File: src/rtl/addsub_seq_ctrl.sv
// rtl/addsub_seq_ctrl.sv - byte-serial wide add/sub sequencer driving an 8-bit adder_sub datapath
// Define ADDSUB_SEQ_FLAGS_EN to add the registered o_out_zero / o_out_ovf result flags.
module addsub_seq_ctrl #(
  parameter int NBYTES = 4,
  localparam int W = 8 * NBYTES
) (
  input  logic         i_clk,
  input  logic         i_reset,
  input  logic         i_in_valid,
  output logic         o_in_ready,
  input  logic [W-1:0] i_in_a,
  input  logic [W-1:0] i_in_b,
  input  logic         i_in_sub,
  output logic         o_out_valid,
  input  logic         i_out_ready,
  output logic [W-1:0] o_out_result,
  output logic         o_out_carry,
  output logic [7:0]   o_au_a,
  output logic [7:0]   o_au_b,
  output logic         o_au_add_en,
  output logic         o_au_sub_en,
  output logic         o_au_carry_in,
  input  logic [7:0]   i_au_data_out,
  input  logic         i_au_carry_out,
  input  logic         i_au_out_en
`ifdef ADDSUB_SEQ_FLAGS_EN
  ,
  output logic         o_out_zero,
  output logic         o_out_ovf
`endif
);

  localparam int IW = $clog2(NBYTES);
  localparam logic [IW-1:0] LAST_IDX = IW'(NBYTES - 1);

  typedef enum logic [1:0] {S_IDLE, S_RUN, S_DONE} state_t;

  state_t        r_state;
  state_t        w_state_next;
  logic [W-1:0]  r_a;
  logic [W-1:0]  r_b;
  logic [W-1:0]  r_result;
  logic          r_sub;
  logic          r_carry;
  logic          r_out_carry;
  logic [IW-1:0] r_idx;
  logic          w_accept;
  logic          w_byte_done;
  logic          w_last;

  assign w_last = (r_idx == LAST_IDX);

  always_ff @(posedge i_clk) begin
    if (i_reset) r_state <= S_IDLE;
    else         r_state <= w_state_next;
  end

  // Outputs are also forced to their idle values while reset is held.
  always_comb begin
    w_state_next  = r_state;
    w_accept      = 1'b0;
    w_byte_done   = 1'b0;
    o_in_ready    = 1'b0;
    o_out_valid   = 1'b0;
    o_au_a        = 8'd0;
    o_au_b        = 8'd0;
    o_au_add_en   = 1'b0;
    o_au_sub_en   = 1'b0;
    o_au_carry_in = 1'b0;
    o_out_result  = i_reset ? '0 : r_result;
    o_out_carry   = i_reset ? 1'b0 : r_out_carry;
    case (r_state)
      S_IDLE: begin
        o_in_ready = !i_reset;
        if (i_in_valid) begin
          w_accept     = 1'b1;
          w_state_next = S_RUN;
        end
      end
      S_RUN: begin
        if (!i_reset) begin
          o_au_a        = r_a[8*r_idx +: 8];
          o_au_b        = r_b[8*r_idx +: 8];
          o_au_add_en   = !r_sub;
          o_au_sub_en   = r_sub;
          o_au_carry_in = r_carry;
        end
        if (i_au_out_en) begin
          w_byte_done = 1'b1;
          if (w_last) w_state_next = S_DONE;
        end
      end
      S_DONE: begin
        o_out_valid = !i_reset;
        if (i_out_ready) w_state_next = S_IDLE;
      end
      default: w_state_next = S_IDLE;
    endcase
  end

`ifdef ADDSUB_SEQ_FLAGS_EN
  logic         r_zero;
  logic         r_ovf;
  logic [W-1:0] w_final;
  logic         w_ovf;

  // The last byte written is always the top byte, so the full result is known here.
  assign w_final = {i_au_data_out, r_result[W-9:0]};
  assign w_ovf   = (r_sub ? (r_a[W-1] != r_b[W-1]) : (r_a[W-1] == r_b[W-1]))
                   && (w_final[W-1] != r_a[W-1]);
  assign o_out_zero = i_reset ? 1'b0 : r_zero;
  assign o_out_ovf  = i_reset ? 1'b0 : r_ovf;
`endif

  always_ff @(posedge i_clk) begin
    if (i_reset) begin
      r_a         <= '0;
      r_b         <= '0;
      r_result    <= '0;
      r_sub       <= 1'b0;
      r_carry     <= 1'b0;
      r_out_carry <= 1'b0;
      r_idx       <= '0;
`ifdef ADDSUB_SEQ_FLAGS_EN
      r_zero      <= 1'b0;
      r_ovf       <= 1'b0;
`endif
    end else begin
      if (w_accept) begin
        r_a     <= i_in_a;
        r_b     <= i_in_b;
        r_sub   <= i_in_sub;
        r_idx   <= '0;
        r_carry <= i_in_sub;
      end
      if (w_byte_done) begin
        r_result[8*r_idx +: 8] <= i_au_data_out;
        r_carry                <= i_au_carry_out;
        if (w_last) begin
          r_out_carry <= i_au_carry_out;
`ifdef ADDSUB_SEQ_FLAGS_EN
          r_zero      <= (w_final == '0);
          r_ovf       <= w_ovf;
`endif
        end else begin
          r_idx <= r_idx + 1'b1;
        end
      end
    end
  end

endmodule
File: config.mk
export PLATFORM = sky130hd
export DESIGN_NAME = addsub_seq_ctrl
export DESIGN_NICKNAME = d
export VERILOG_FILES = /design/src/rtl/addsub_seq_ctrl.sv
export SDC_FILE = /design/constraint.sdc
export NUM_CORES = 1
export LEC_CHECK = 0
export ABC_AREA = 1
export BUFFER_PORTS_ARGS = -buffer_cell sky130_fd_sc_hd__buf_2
export CAP_MARGIN = 20
export CORE_MARGIN = 2
export CORE_UTILIZATION = 54
export CTS_BUF_LIST = sky130_fd_sc_hd__clkbuf_4 sky130_fd_sc_hd__clkbuf_8
export CTS_CLUSTER_DIAMETER = 200
export DETAILED_ROUTE_END_ITERATION = 16
export PLACE_DENSITY = 0.83
export SYNTH_ARGS = -nofsm -noshare
export SYNTH_HDL_FRONTEND = slang
export SYNTH_SLANG_ARGS = --single-unit
File: constraint.sdc
create_clock -name i_clk -period 2.2 [get_ports i_clk]
set_clock_uncertainty 0.1 [all_clocks]
set_input_delay 0.55 -clock i_clk [delete_from_list [all_inputs] [get_ports i_clk]]
set_output_delay 0.55 -clock i_clk [all_outputs]
set_load 0.03 [all_outputs]
==> results.sh, run 1 <==
export IMPL_grt_antenna_before_repair=0
export IMPL_ys_seq_area_frac=0.430
export IMPL_syn_inst=736
export IMPL_die_w_um=98.2
export IMPL_holdWs_ns=0.280
export IMPL_wl_um=13100
export IMPL_post_drt_wl_per_cell_um=13.5
export IMPL_yosys_warnings=0
export IMPL_io_buffer_count=132
export IMPL_setup_ws_ns=-0.0263
export IMPL_die_area_mm2=0.00964
export IMPL_critPathCaptureType="output port"
export IMPL_via_count=5075
export IMPL_grt_pass1_vias=4433
export IMPL_cts_hold_buf=0
export IMPL_irDropWorstVdd_mv=0.390
export IMPL_fin_nets=943
export IMPL_boundaryPins=133
export IMPL_reg2regPathDepth=8
export IMPL_holdPathStages=2
export IMPL_worstHoldStart="i_out_ready"
export IMPL_ys_types=26
export IMPL_clockBufferDepth=2
export IMPL_die_h_um=98.2
export IMPL_fmax_mhz=449
export IMPL_grt_overflow=0
export IMPL_dp_hpwl_um=8700
export IMPL_final_core_util=0.698
export IMPL_htree_levels=3
export IMPL_layout_drive_gt1_share=0.235
export IMPL_viasPerCell=5.22
export IMPL_drv_cap=0
export IMPL_p_per_area_mw_per_mm2=657
export IMPL_drtIter0Drc=345
export IMPL_cts_tree="built"
export IMPL_syn_to_final_growth_pct=26.4
export IMPL_hold_viol=0
export IMPL_hold_end="r_state[1]"
export IMPL_grt_max_degree=77
export IMPL_rsz0062_at_grt="true"
export IMPL_power_w=0.00398
export IMPL_grt_pass1_wl_um=20400
export IMPL_diodes=0
export IMPL_period_share=1.01
export IMPL_r2r_setup_slack_ns=0.32
export IMPL_dr_pass1_iters=5
export IMPL_globalplace_congestion=0.919
export IMPL_avgSynthCellArea_um2=6.51
export IMPL_gr_usage_all_layers=0.257
export IMPL_violations="negative setup slack"
export IMPL_syn_nets=820
export IMPL_drv_slew=0
export IMPL_numCtsBuffers=9
export IMPL_cp_start_kind="flop"
export IMPL_status="complete, but fails checks"
export IMPL_cp_required_ns=1.55
export IMPL_reg2reg_from="r_idx[0]"
export IMPL_ys_ff_latch=103
export IMPL_worstPathMaxFanout=13
export IMPL_ant_nets=0
export IMPL_clk_pin_slew_ns=0.09
export IMPL_syn_cell_area_mm2=0.00479
export IMPL_drc=0
export IMPL_arrival_ns=1.58
export IMPL_rows=34
export IMPL_cts_root_buf="clkbuf_8"
export IMPL_tightest_slew_ns=0.658
export IMPL_start_util=0.552
export IMPL_crit_start="r_idx[0]"
export IMPL_slew_headroom=0.561
export IMPL_finalSetupViolations=3
export IMPL_design_core_area_mm2=0.00868
export IMPL_clk_latency_ns=0.37
export IMPL_r2r_end="r_result[6]"
export IMPL_cts_num_sinks=103
export IMPL_total_leakage_power_nw=2.89
export IMPL_path_class="flop to output port"
export IMPL_min_period_ns=2.23
export IMPL_hp_class="input pin to flop"
==> cell families after synthesis <==
family / share of synthesized area
fa+ha+maj: 0.0131
buf+inv: 0.0875
simple gates: 0.361
compound gates: 0.108
flops: 0.430
==> cell usage in the layout (no fill, tap or decap) <==
| cell type | count |
|---|---|
| clkbuf_16 | 4 |
| buf_8 | 1 |
| nor2_4 | 4 |
| nor2_2 | 5 |
| nor3_1 | 7 |
| clkinv_2 | 1 |
| o22ai_1 | 1 |
| o21ai_1 | 19 |
| clkinv_1 | 1 |
| bufinv_16 | 1 |
| inv_4 | 1 |
| a21oi_1 | 10 |
| nand3b_1 | 1 |
| clkinv_4 | 3 |
| dfxtp_2 | 2 |
| nor2_1 | 224 |
| buf_2 | 116 |
| nand3_1 | 28 |
| a21oi_2 | 11 |
| inv_8 | 1 |
| o21ai_0 | 62 |
| inv_6 | 1 |
| buf_4 | 15 |
| dfxtp_1 | 100 |
| inv_1 | 45 |
| nand2_4 | 2 |
| buf_12 | 8 |
| buf_6 | 8 |
| nand3_4 | 1 |
| ha_1 | 5 |
| clkbuf_8 | 11 |
| nand2_1 | 158 |
| nand2_2 | 2 |
| dfxtp_4 | 1 |
| inv_2 | 4 |
==> registers in the layout, indices dropped and copies added, names as in the netlist <==
signal       cells
r_a             32
r_b             32
r_carry          1
r_idx            2
r_out_carry      1
r_result        32
r_state          2
r_sub            1
==> repair_timing <==
item | in CTS | in global routing
buffers inserted | 0 | 3
cloned | 0 | 4
gates resized for setup | 25 | 59
setup endpoints to repair | 16 | 17
endpoints found under the hold margin | 0 | 0
pin swaps | 0 | 7
==> routing by layer <==
layer / global-route usage / share of wire / vias to the layer above
met5: 0 / 0 / -
met4: 0.0991 / 0.024 / 0
met3: 0.0444 / 0.081 / 31
met2: 0.410 / 0.47 / 251
met1: 0.350 / 0.42 / 2266
li1: - / - / 2527
==> area by class of cell <==
cell class,count,area (um2)
multi-input cells,540,2370
inverters,53,210
clock inverters,5,65.1
flip-flops and latches,103,2070
fillers,732,2620
repair buffers,152,1060
well taps,108,135
clock buffers,11,151
==> worst max-delay path, cell delays in order (launching register included) <==
cell	delay, ns
dfxtp_4	0.40
inv_8	0.09
buf_12	0.13
nand2_1	0.08
nand2_1	0.07
nand2_1	0.05
a21oi_1	0.19
buf_4	0.19
==> metrics by stage <==
| stage | worst slack (ns) | area, um2 | TNS, ns | cells |
|---|---|---|---|---|
| after floorplan | -0.0378 | 4790 | -0.302 | 736 |
| after global placement | 0.206 | 5520 | 0 | 949 |
| after detailed placement | 0.168 | 5520 | 0 | 949 |
| after CTS | 0.00246 | 5800 | 0 | 965 |
| after global routing | -0.0496 | 6050 | -0.276 | 972 |
| final | -0.0263 | 6050 | -0.0390 | 972 |
==> power by group <==
part	switching [W]	total, W	internal, W
logic	0.000407	0.000663	0.000256
registers	0.0000608	0.00204	0.00198
clock network	0.000681	0.00128	0.000599
total	0.00115	0.00398	0.00283
==> how the worst max path moves through the flow <==
| stage | end | cells after the start |
|---|---|---|
| floorplan | o_au_a[0] | 6 |
| global placement | o_au_a[7] | 6 |
| detailed placement | o_au_a[2] | 6 |
| CTS | o_au_b[2] | 6 |
| global route | o_au_a[5] | 7 |
| finish | o_au_b[7] | 7 |
==> synthesized netlist by cell type <==
master | number | area (um2)
nand2_4 | 1 | 11.3
a21oi_1 | 21 | 105
clkinv_1 | 2 | 7.51
nand3_4 | 1 | 17.5
buf_6 | 3 | 33.8
buf_4 | 8 | 60.1
buf_1 | 4 | 15.0
nand2_1 | 159 | 597
ha_1 | 5 | 62.6
inv_2 | 4 | 15.0
nor3_1 | 7 | 35.0
nor2_1 | 227 | 852
nand3b_1 | 1 | 7.51
nor2_4 | 4 | 45.0
nand3_1 | 28 | 140
dfxtp_1 | 103 | 2060
o21ai_0 | 75 | 375
clkinv_2 | 1 | 5.00
nor2_2 | 2 | 12.5
buf_2 | 10 | 50.1
inv_1 | 46 | 173
o21ai_1 | 6 | 30.0
clkbuf_1 | 12 | 45.0
clkbuf_2 | 3 | 15.0
o22ai_1 | 1 | 6.26
nand2_2 | 2 | 12.5
Power figures use the tool's default switching activity.
==> inputs of run 2 (changes only) <==
- TNS_END_PERCENT: default -> 50
==> results.sh, run 2 (synthesized netlist as in run 1, its figures left out) <==
export IMPL_status="complete, but fails checks"
export IMPL_violations="negative setup slack"
export IMPL_wl_um=12600
export IMPL_arrival_ns=1.57
export IMPL_die_w_um=98.2
export IMPL_power_switching_w=0.00107
export IMPL_design_core_area_mm2=0.00868
export IMPL_routed_wl_met3_um=878
export IMPL_dp_hpwl_um=8560
export IMPL_min_period_ns=2.22
export IMPL_post_drt_wl_per_cell_um=13.0
export IMPL_hold_end="r_state[1]"
export IMPL_grt_overflow=0
export IMPL_syn_to_final_growth_pct=23.9
export IMPL_drv_slew=0
export IMPL_dr_pass1_iters=5
export IMPL_final_common_cell="nor2_1"
export IMPL_clockBufferDepth=2
export IMPL_layout_drive_gt1_share=0.218
export IMPL_power_w=0.00392
export IMPL_cts_num_sinks=103
export IMPL_grt_pass1_wl_um=19800
export IMPL_worstHoldStart="i_out_ready"
export IMPL_hp_class="input pin to flop"
export IMPL_reg2regPathDepth=8
export IMPL_grt_pass1_vias=4508
export IMPL_grt_max_degree=77
export IMPL_cp_start_kind="flop"
export IMPL_fin_nets=942
export IMPL_seqPwrFrac=0.520
export IMPL_final_core_util=0.684
export IMPL_fmax_mhz=450
export IMPL_p_int_w=0.00284
export IMPL_slew_headroom=0.582
export IMPL_viasPerCell=5.14
export IMPL_post_place_cells=949
export IMPL_highest_layer="met4"
export IMPL_top_regs="r_a x32, r_b x32, r_result x32"
export IMPL_grt_antenna_before_repair=0
export IMPL_die_area_mm2=0.00964
export IMPL_pwr_share_clk=0.318
export IMPL_period_share=1.01
export IMPL_r2r_setup_slack_ns=0.24
export IMPL_irDropWorstVdd_mv=0.332
export IMPL_cts_hold_buf=0
export IMPL_holdWs_ns=0.293
export IMPL_clk_latency_ns=0.35
export IMPL_clk_pin_slew_ns=0.09
export IMPL_final_cells=969
export IMPL_p_comb_frac=0.162
export IMPL_p_per_area_mw_per_mm2=660
export IMPL_drtIter0Drc=275
export IMPL_start_util=0.552
export IMPL_drv_cap=0
export IMPL_rows=34
export IMPL_io_buffer_count=132
export IMPL_worstPathMaxFanout=9
export IMPL_drc=0
export IMPL_die_h_um=98.2
export IMPL_setup_ws_ns=-0.0211
export IMPL_hold_viol=0
export IMPL_htree_levels=3
export IMPL_ant_nets=0
export IMPL_rsz0062_at_grt="true"
export IMPL_diodes=0
export IMPL_wl_met1_um=5250
export IMPL_gr_usage_all_layers=0.249
export IMPL_finalSetupViolations=1
export IMPL_r2r_end="r_result[6]"
export IMPL_numCtsBuffers=9
export IMPL_routed_wl_met2_um=6060
export IMPL_reg2reg_from="r_idx[0]"
export IMPL_cts_tree="built"
export IMPL_via_count=4985
export IMPL_fillers=753
export IMPL_path_class="flop to output port"
export IMPL_cts_root_buf="clkbuf_8"
export IMPL_holdPathStages=2
export IMPL_final_cell_mix="225 x nor2_1, 158 x nand2_1, 118 x buf_2"
export IMPL_critPathCaptureType="output port"
export IMPL_globalplace_congestion=0.888
export IMPL_cp_required_ns=1.55
export IMPL_tightest_slew_ns=0.627
export IMPL_swShare=0.274
export IMPL_boundaryPins=133
export IMPL_total_leakage_power_nw=2.86
run 2: cell types whose count changed in the layout (fill, tap and decap cells not counted), moves of 2 or more:
cell      delta
clkinv_4     -3
buf_4        +5
buf_2        +2
a21oi_1     +10
a21oi_2     -10
o21ai_1      -4
clkinv_2     +4
o21ai_0      +4
buf_12       -2
buf_6        -6
clkbuf_8     -2
run 2: layout make-up:
| cell class | instances | area [um2] | share of cell area |
|---|---|---|---|
| clock buffers | 9 | 124 | 0.0209 |
| inverters | 53 | 209 | 0.0352 |
| repair buffers | 151 | 998 | 0.168 |
| multi-input cells | 540 | 2330 | 0.392 |
| well taps | 108 | 135 | 0.0228 |
| flip-flops and latches | 103 | 2070 | 0.348 |
| clock inverters | 5 | 75.1 | 0.0127 |
run 2: worst max-delay path by stage:
stage / from / endpoint / cells after the start
after global placement: i_reset / o_au_a[5] / 5
final: r_idx[0] / o_au_a[2] / 6
after detailed placement: i_reset / o_au_a[2] / 5
after global routing: r_idx[0] / o_au_a[3] / 6
after CTS: r_idx[1] / o_au_a[2] / 6
after floorplan: i_reset / o_au_a[0] / 6
run 2: power by group through the flow:
stage	Combinational [W]	Clock, W	Sequential [W]
after floorplan	0.000410	0	0.00206
after CTS	0.000597	0.00125	0.00203
after global routing	0.000717	0.00133	0.00205
after detailed placement	0.000583	0	0.00207
final	0.000636	0.00125	0.00203
after global placement	0.000569	0	0.00207
run 2: routing by layer:
metal | GRT usage | vias up
li1 | - | 2524
met3 | 0.0387 | 43
met4 | 0.121 | 0
met1 | 0.319 | 2206
met5 | 0 | -
met2 | 0.413 | 212
run 2: worst max-delay path: stages, from the launching register on:
cell and delay [ns]:
dfxtp_4 0.45, buf_8 0.15, nor2_1 0.04, nor2_1 0.09
o21ai_0 0.10, a21oi_1 0.17, buf_4 0.19
run 2: stage by stage:
stage               TNS (ns)  setup WS (ns)  instance area [um2]
global placement           0          0.109                 5500
finish               -0.0211        -0.0211                 5930
detailed placement         0         0.0793                 5500
CTS                  -0.0118        -0.0107                 5770
floorplan             -0.307        -0.0378                 4790
global route          -0.785        -0.0719                 5930
run 2: repair_timing:
item,4_1_cts,5_1_grt
endpoints found under the setup margin,18,16
pin swaps,0,4
gates cloned,1,4
resized for setup,22,33
setup buffers,0,1
